<file path="src/rtl/serial_alu_pkg.sv">
// Shared types, slice opcodes and the initial-carry rule for the bit-serial ALU sequencer.
package serial_alu_pkg;

  typedef enum logic [1:0] {
    IDLE = 2'd0,
    RUN  = 2'd1,
    DONE = 2'd2
  } state_t;

  // Arithmetic opcodes (mode = 0)
  localparam logic [2:0] OP_ADD  = 3'b000;
  localparam logic [2:0] OP_SUB  = 3'b001;
  localparam logic [2:0] OP_INC  = 3'b010;
  localparam logic [2:0] OP_ANB  = 3'b011;
  localparam logic [2:0] OP_PASS = 3'b100;
  localparam logic [2:0] OP_DEC  = 3'b101;
  localparam logic [2:0] OP_ADC  = 3'b110;

  // Logic opcodes (mode = 1); 1xx yields zero
  localparam logic [2:0] OP_AND  = 3'b000;
  localparam logic [2:0] OP_OR   = 3'b001;
  localparam logic [2:0] OP_XOR  = 3'b010;
  localparam logic [2:0] OP_NOTA = 3'b011;

  // Carry fed into bit 0; subtract and increment need the +1 injected here.
  function automatic logic cin0_f(input logic [2:0] op, input logic mode, input logic carry_in);
    logic c;
    c = 1'b0;
    if (!mode) begin
      case (op)
        OP_SUB, OP_INC: c = 1'b1;
        OP_ADC:         c = carry_in;
        default:        c = 1'b0;
      endcase
    end
    return c;
  endfunction

endpackage

</file>
<file path="src/rtl/serial_alu_flags.sv">
// Condition flags from the completed result, the slice's final carry and the carry into the MSB.
module serial_alu_flags
  import serial_alu_pkg::*;
#(
  parameter int WIDTH = 128
) (
  input  logic [WIDTH-1:0] result,
  input  logic             final_carry,
  input  logic             msb_cin,
  input  logic             mode,
  output logic             carry_flag,
  output logic             zero_flag,
  output logic             sign_flag,
  output logic             overflow_flag
);

  // Logic ops never produce carry or signed overflow.
  assign carry_flag    = mode ? 1'b0 : final_carry;
  assign overflow_flag = mode ? 1'b0 : (msb_cin ^ final_carry);
  assign zero_flag     = ~|result;
  assign sign_flag     = result[WIDTH-1];

endmodule

</file>
<file path="src/rtl/serial_alu_sequencer.sv">
// Drives an external one-bit ALU slice LSB first, chaining its carry and collecting result and flags.
module serial_alu_sequencer
  import serial_alu_pkg::*;
#(
  parameter int WIDTH = 128,
  parameter int IDXW  = $clog2(WIDTH)
) (
  input  logic             clk,
  input  logic             rst,
  input  logic             start,
  input  logic [WIDTH-1:0] opa,
  input  logic [WIDTH-1:0] opb,
  input  logic [2:0]       operation,
  input  logic             mode,
  input  logic             carry_in,
  output logic             ready,
  output logic             done,
  output logic [WIDTH-1:0] result,
  output logic             carry_flag,
  output logic             zero_flag,
  output logic             sign_flag,
  output logic             overflow_flag,
  output logic             alu_a,
  output logic             alu_b,
  output logic             alu_cin,
  output logic [2:0]       alu_op,
  output logic             alu_mode,
  input  logic             alu_out,
  input  logic             alu_carry
);

  state_t           state;
  logic [IDXW-1:0]  idx;
  logic [WIDTH-1:0] opa_r;
  logic [WIDTH-1:0] opb_r;
  logic [2:0]       op_r;
  logic             mode_r;
  logic             cin0_r;
  logic             carry_reg;

  logic             running;
  logic             last_bit;
  logic             cin_now;
  logic [WIDTH-1:0] result_final;
  logic             carry_next;
  logic             zero_next;
  logic             sign_next;
  logic             overflow_next;

  assign running  = (state == RUN);
  assign last_bit = (idx == IDXW'(WIDTH - 1));
  assign cin_now  = (idx == '0) ? cin0_r : carry_reg;
  assign ready    = (state == IDLE);

  // Slice inputs come straight from registers and are forced low outside RUN.
  assign alu_a    = running & opa_r[idx];
  assign alu_b    = running & opb_r[idx];
  assign alu_cin  = running & cin_now;
  assign alu_op   = running ? op_r : 3'b000;
  assign alu_mode = running & mode_r;

  // On the last bit the MSB is still on the slice output, so the flags see it merged in.
  assign result_final = {alu_out, result[WIDTH-2:0]};

  serial_alu_flags #(
    .WIDTH(WIDTH)
  ) u_flags (
    .result        (result_final),
    .final_carry   (alu_carry),
    .msb_cin       (alu_cin),
    .mode          (mode_r),
    .carry_flag    (carry_next),
    .zero_flag     (zero_next),
    .sign_flag     (sign_next),
    .overflow_flag (overflow_next)
  );

  always_ff @(posedge clk or posedge rst) begin
    if (rst) begin
      state         <= IDLE;
      idx           <= '0;
      opa_r         <= '0;
      opb_r         <= '0;
      op_r          <= 3'b000;
      mode_r        <= 1'b0;
      cin0_r        <= 1'b0;
      carry_reg     <= 1'b0;
      done          <= 1'b0;
      result        <= '0;
      carry_flag    <= 1'b0;
      zero_flag     <= 1'b0;
      sign_flag     <= 1'b0;
      overflow_flag <= 1'b0;
    end else begin
      done <= 1'b0;
      case (state)
        IDLE: begin
          if (start) begin
            opa_r     <= opa;
            opb_r     <= opb;
            op_r      <= operation;
            mode_r    <= mode;
            cin0_r    <= cin0_f(operation, mode, carry_in);
            carry_reg <= 1'b0;
            idx       <= '0;
            state     <= RUN;
          end
        end
        RUN: begin
          result[idx] <= alu_out;
          carry_reg   <= alu_carry;
          if (last_bit) begin
            idx           <= '0;
            done          <= 1'b1;
            carry_flag    <= carry_next;
            zero_flag     <= zero_next;
            sign_flag     <= sign_next;
            overflow_flag <= overflow_next;
            state         <= DONE;
          end else begin
            idx <= idx + 1'b1;
          end
        end
        DONE: begin
          state <= IDLE;
        end
        default: begin
          state <= IDLE;
        end
      endcase
    end
  end

endmodule

</file>
<file path="config.mk">
export PLATFORM = sky130hd
export DESIGN_NAME = serial_alu_sequencer
export DESIGN_NICKNAME = d
export VERILOG_FILES = /design/src/rtl/serial_alu_pkg.sv /design/src/rtl/serial_alu_flags.sv /design/src/rtl/serial_alu_sequencer.sv
export SDC_FILE = /design/constraint.sdc
export NUM_CORES = 1
export LEC_CHECK = 0
export ABC_AREA = 1
export CAP_MARGIN = 20
export CORE_MARGIN = 1
export CORE_UTILIZATION = 35
export CTS_CLUSTER_SIZE = 30
export DETAILED_ROUTE_END_ITERATION = 7
export PLACE_DENSITY_LB_ADDON = 0.25
export SLEW_MARGIN = 20
export SYNTH_ARGS = -nofsm -noshare
export SYNTH_HDL_FRONTEND = slang
export SYNTH_HIERARCHICAL = 1
export SYNTH_SLANG_ARGS = --single-unit
</file>
<file path="constraint.sdc">
create_clock -name clk -period 40.2 [get_ports clk]
set_input_delay 10.05 -clock clk [delete_from_list [all_inputs] [get_ports clk]]
set_output_delay 10.05 -clock clk [all_outputs]
set_load 0.02 [all_outputs]
</file>
# After elaboration in Yosys (flattened, before gate mapping)
# Cells that the tools add are included.
[word_totals] ff_bits=404 input_bits=266 output_inout_bits=141 wordCells=63
[classes] add_sub_neg=1 magnitude_cmp=2 n_eq_ne=7 n_mux=23 bitwise_logic=5 reduce_logical=11
[ops] operator="$bwmux W128" count=1
[ops] operator="$reduce_or A128 Y1" count=1
[ops] operator="$bmux W1 S7" count=2
[ops] operator="$mux W7" count=2
[ops] operator="$pmux W7 S2" count=1
[ops] operator="$mux W1" count=10
[ops] operator="$lt A7 B8 Y1 const B" count=1
[ops] operator="$reduce_and A2 Y1" count=4
[ops] operator="$add A7 B1 Y7 const B" count=1
[ops] operator="$demux W1 S7" count=1
[ops] operator="$eq A7 B7 Y1 const B" count=1
[ops] operator="$ge A7 B1 Y1 const B" count=1
[ops] operator="$logic_not A7 Y1" count=1
[ops] operator="$and A1 B1 Y1" count=4
[ops] operator="$mux W2" count=2
[ops] operator="$pmux W1 S2" count=2
[ops] operator="$pmux W2 S2" count=1
[ops] operator="$eq A3 B1 Y1 const B" count=1
[ops] operator="$eq A3 B2 Y1 const B" count=1
[ops] operator="$eq A3 B3 Y1 const B" count=1
[ops] operator="$mux W3" count=1
[ops] operator="$eq A2 B1 Y1 const B" count=1
[ops] operator="$logic_not A2 Y1" count=1
[ops] operator="$ne A2 B1 Y1 const B" count=1
[ops] operator="other kinds (6)" count=6

# Depth between registers and ports, before layout
[depth] word_depth=5 ltp_mapped=14 ltp_nobuf=12

# Cells and area by module
# Netlist, hierarchy kept.
[modules_own_cells] mod="serial_alu_sequencer" instances=1 cells_each=2298 area_each_um2=18485.2 seq_area_each_um2=10109.7
[modules_own_cells] mod="serial_alu_flags" instances=1 cells_each=132 area_each_um2=504.2 seq_area_each_um2=0.0

# Worst setup path after synthesis
# OpenSTA, ideal clock, no wires.
[synth_timing] path_kind="register to output" from="register idx[1]" to="output alu_a" t_arrival_ps=1711 required_time_ps=30150 slack_ps=28439 stages_incl_launch_ff=14 n_path_buf=2 cell_sequence="dfrtp_1 -> buf_4 -> nor2_2 -> buf_2 -> nand3_1 -> nand2_1 -> nor2_1 -> nor2_1 -> nor2_1 -> nand2_1 -> nand2_1 -> nand2_1 -> nor2_1 -> nor2_1"
[synth_between] elab_chain_len=3
[synth_rtl] element="from (decl)" line_no="serial_alu_sequencer.sv:33" source="logic [IDXW-1:0] idx;"
[synth_rtl] element="from (signal assigned)" line_no="serial_alu_sequencer.sv:121" source="idx <= idx + 1'b1;"
[synth_rtl] element="$bmux W1 S7" line_no="serial_alu_sequencer.sv:56" source="assign alu_a = running & opa_r[idx];"
[synth_rtl] element="$mux W1 (not written as such)" line_no="serial_alu_sequencer.sv:56"
[synth_rtl] element="$and A1 B1 Y1" line_no="serial_alu_sequencer.sv:56"
[synth_rtl] element="to (decl)" line_no="serial_alu_sequencer.sv:23" source="output logic alu_a,"
# No other way between the ends. The select of a mux whose other input is x is not followed.

# Worst setup path in the final report
[layout_timing] from="register idx[0]" to="output alu_a"
# Same word-level chain as after synthesis.

==> results.yml <==
cts:
  cts_buffers: 46
  clk_latency_ns: 0.58
  cts.reportedPaths.clkPinSlew_ns: 0.05
  clockBufferDepth: 3
  cts_max_level: 2
  cts_hold_buf: 0
  cts_tree: "built"
  clock-sinks: 404
  clock-root-buffer: "clkbuf_16"
  post_cts_buffers: 0
  cts_resized: 0
yosys:
  synthFlopType: "dfrtp_1"
  synth_nets: 2698
  synth.avg_cell_area_sq_um: 7.815
  synth-warning-count: 6
  yosys_register_bits: 404
  ys_top_cells_by_area: "dfrtp_1 (53%), nand2_1 (14%), o21ai_0 (6.8%)"
  synth.most_common_cell: "nand2_1"
  netlist_instances: 2430
  synth_edf_count: 0
  ys_types: 33
  synth_top_area_share_pct: 53.24
  ys_top_cells_by_count: "nand2_1 (698), dfrtp_1 (404), inv_1 (265), o21ai_0 (257), nor2_1 (245)"
  yosysSeqAreaShare_pct: 53.24
  async_flop_share_pct: 100.0
  synth_area_sq_um: 18990
  synth_area_leader_cell: "dfrtp_1"
pwr:
  p_sw_share_pct: 39.36
  p_clk_share_pct: 25.9
  finalPower_mw: 1.594
  sequentialPowerShare_pct: 36.5
  p_leak_nw: 10.96
  pwr_density_cell_nw_per_um2: 64.21
  peakVddDrop_mv: 0.03773
  comb_power_share_pct: 37.6
  power.internal_mw: 0.9669
  switchingPower_mw: 0.6275
timing:
  rsz0062_at_grt: "false"
  worst_clock_skew_ns: 0.01479
  tns_ns: 0
  finalCriticalPeriod_ns: 14.58
  fin_crit_sh_pct: 36.28
  holdWs_ns: 0.4726
  hold_violations: 0
  tightestPinTransition_ns: 1.098
  max_freq_mhz: 68.57
  relSlewSlack_pct: 26.79
  slew_viol_final: 0
  setup_viol: 0
  worst_slack_ns: 25.62
global_routing:
  grt_pass1_vias: 16880
  grt_max_degree: 213
  grtUsageMet2_pct: 36.62
  grt-busiest-layer: "met2"
  antenna_found_initial: 3
  grt_first_pass_wirelength_um: 97390
  track_usage_pct: 22.57
  met1_usage_pct: 30.31
  grtUsageMet3_pct: 3.148
  grt_overflow: 0
floorplanning:
  start_util_pct: 35.36
  die_x_um: 234.9
  num_rows: 85
  coreArea_sq_um: 53710
  die-area_sq_um: 55190
  fp.dieH_um: 234.9
  ioPinCount: 407
flow_run:
  drv_cap: 0
worst_hold_path:
  hp-class: "reg -> reg"
  hold_depth: 2
  hp-start: "sign_flag"
  min_to: "sign_flag"
final_layout:
  reg_top3: "opa_r (128), opb_r (128), result (128)"
  antenna_cells: 0
  synthToLayoutAreaGrowth_pct: 30.76
  seqCellArea_sq_um: 10110
  drive_gt1_share_pct: 4.426
  nets: 3016
  fin_util_pct: 46.23
  fill_cells: 5196
  final_cell_area_sq_um: 24830
  final_cell_count_no_fill: 3475
  multi_input_area_sq_um: 7093
setup_path:
  timing.rr.end: "result[95]"
  path_class: "reg -> out"
  slowest_stage: "buf_4"
  worstPathMaxFanout: 93
  timing.rr.start: "idx[0]"
  startpoint_type: "register"
  reg2reg_depth: 9
  end_kind: "output pin"
  cp.required_ns: 30.15
  ff2ff_setup_slack_ns: 36.49
  path_cells: "inv_4 -> buf_4 -> nand2_1 -> nand3_1 -> nand2_1 -> nor2_1 -> nor2_1 -> nor2_1 -> nand2_1 -> nand2_1 -> nand2_1 -> nor2_1 -> nor2_1 -> clkdlybuf4s50_1"
  crit_arrival_ns: 4.53
  cp_top_family: "buffers and inverters"
  critical_path_depth: 14
  critPathBufInv: 3
  cpPeakStageDelay_ns: 0.79
detailed_routing:
  drtPass1Iterations: 5
  drtIter0Drc: 1511
  viasPerCell: 4.955
  ant_nets: 0
  drc: 0
  post_drt_wl_per_cell_um: 17.90
  vias: 17220
  wl_um: 62210
placed_design:
  pre_cts_ws_ns: 26.23
  place_area_sq_um: 23350
  dp_cells: 3396
  hpwl_um: 42530
  gp_congestion: 0.8536
  portBuffers: 406
outcome:
  status: "completed"
## cells by family after synthesis
kind of cell               synth area share [%]
and+or+nand+nor                           22.90
AOI/OAI and AO/OA                         13.99
buffers and inverters                     9.541
DFF                                       53.24
xor gates and xnor gates                 0.1384
adders and majority gates                0.1318
muxes                                   0.05930
## cell usage in the layout (no fill, tap or decap), types with 3 or more instances in the layout
| cell | netlist | final |
|---|---|---|
| inv_2 | 11 | 9 |
| or2_2 | 7 | 7 |
| nor2_1 | 245 | 243 |
| clkbuf_16 | 0 | 47 |
| buf_6 | 6 | 4 |
| nand2_1 | 698 | 698 |
| nor2_2 | 4 | 3 |
| a31oi_1 | 112 | 112 |
| buf_4 | 12 | 14 |
| nor2_4 | 2 | 5 |
| clkbuf_1 | 56 | 12 |
| clkbuf_8 | 0 | 12 |
| clkdlybuf4s50_1 | 0 | 406 |
| inv_1 | 265 | 263 |
| a21oi_1 | 128 | 128 |
| nand3_1 | 123 | 123 |
| clkinv_2 | 1 | 6 |
| dfrtp_1 | 404 | 403 |
| o21ai_0 | 257 | 257 |
## area by class of cell
type	count	share of cell area, %
clock inverter	8	0.3477
tap	696	3.507
multi-input combinational	1594	28.57
clock buffer	71	5.583
sequential	404	40.73
inverter	278	4.293
timing repair buffer	424	16.97
## worst max path at each step
stage	from	endpoint
finish	idx[0]	alu_a
global route	idx[0]	alu_a
CTS	idx[0]	alu_a
detailed placement	idx[0]	alu_a
global placement	idx[0]	alu_a
floorplan	rst	carry_flag
## worst register-to-register path, stage by stage (launching register included)
cell	delay, ns
dfrtp_4	0.97
inv_4	0.36
buf_4	0.46
nor2_1	0.47
inv_1	0.16
nor2_4	0.51
inv_1	0.30
nor2_1	0.21
nor2_1	0.06
a21oi_1	0.12
## per-layer routing
layer | part of all wire [%] | vias to the layer above
met3 | 5.3 | 106
li1 | - | 8328
met5 | 0.050 | -
met4 | 3.6 | 4
met1 | 44 | 8215
met2 | 47 | 565
## power by group through the flow
| stage | clock (mW) | sequential [mW] | combinational (mW) |
|---|---|---|---|
| floorplan | 0 | 0.591 | 0.376 |
| global placement | 0 | 0.585 | 0.590 |
| detailed placement | 0 | 0.589 | 0.599 |
| CTS | 0.424 | 0.582 | 0.603 |
| global route | 0.438 | 0.595 | 0.672 |
| finish | 0.413 | 0.582 | 0.600 |
(Power assumes the default switching activity.)
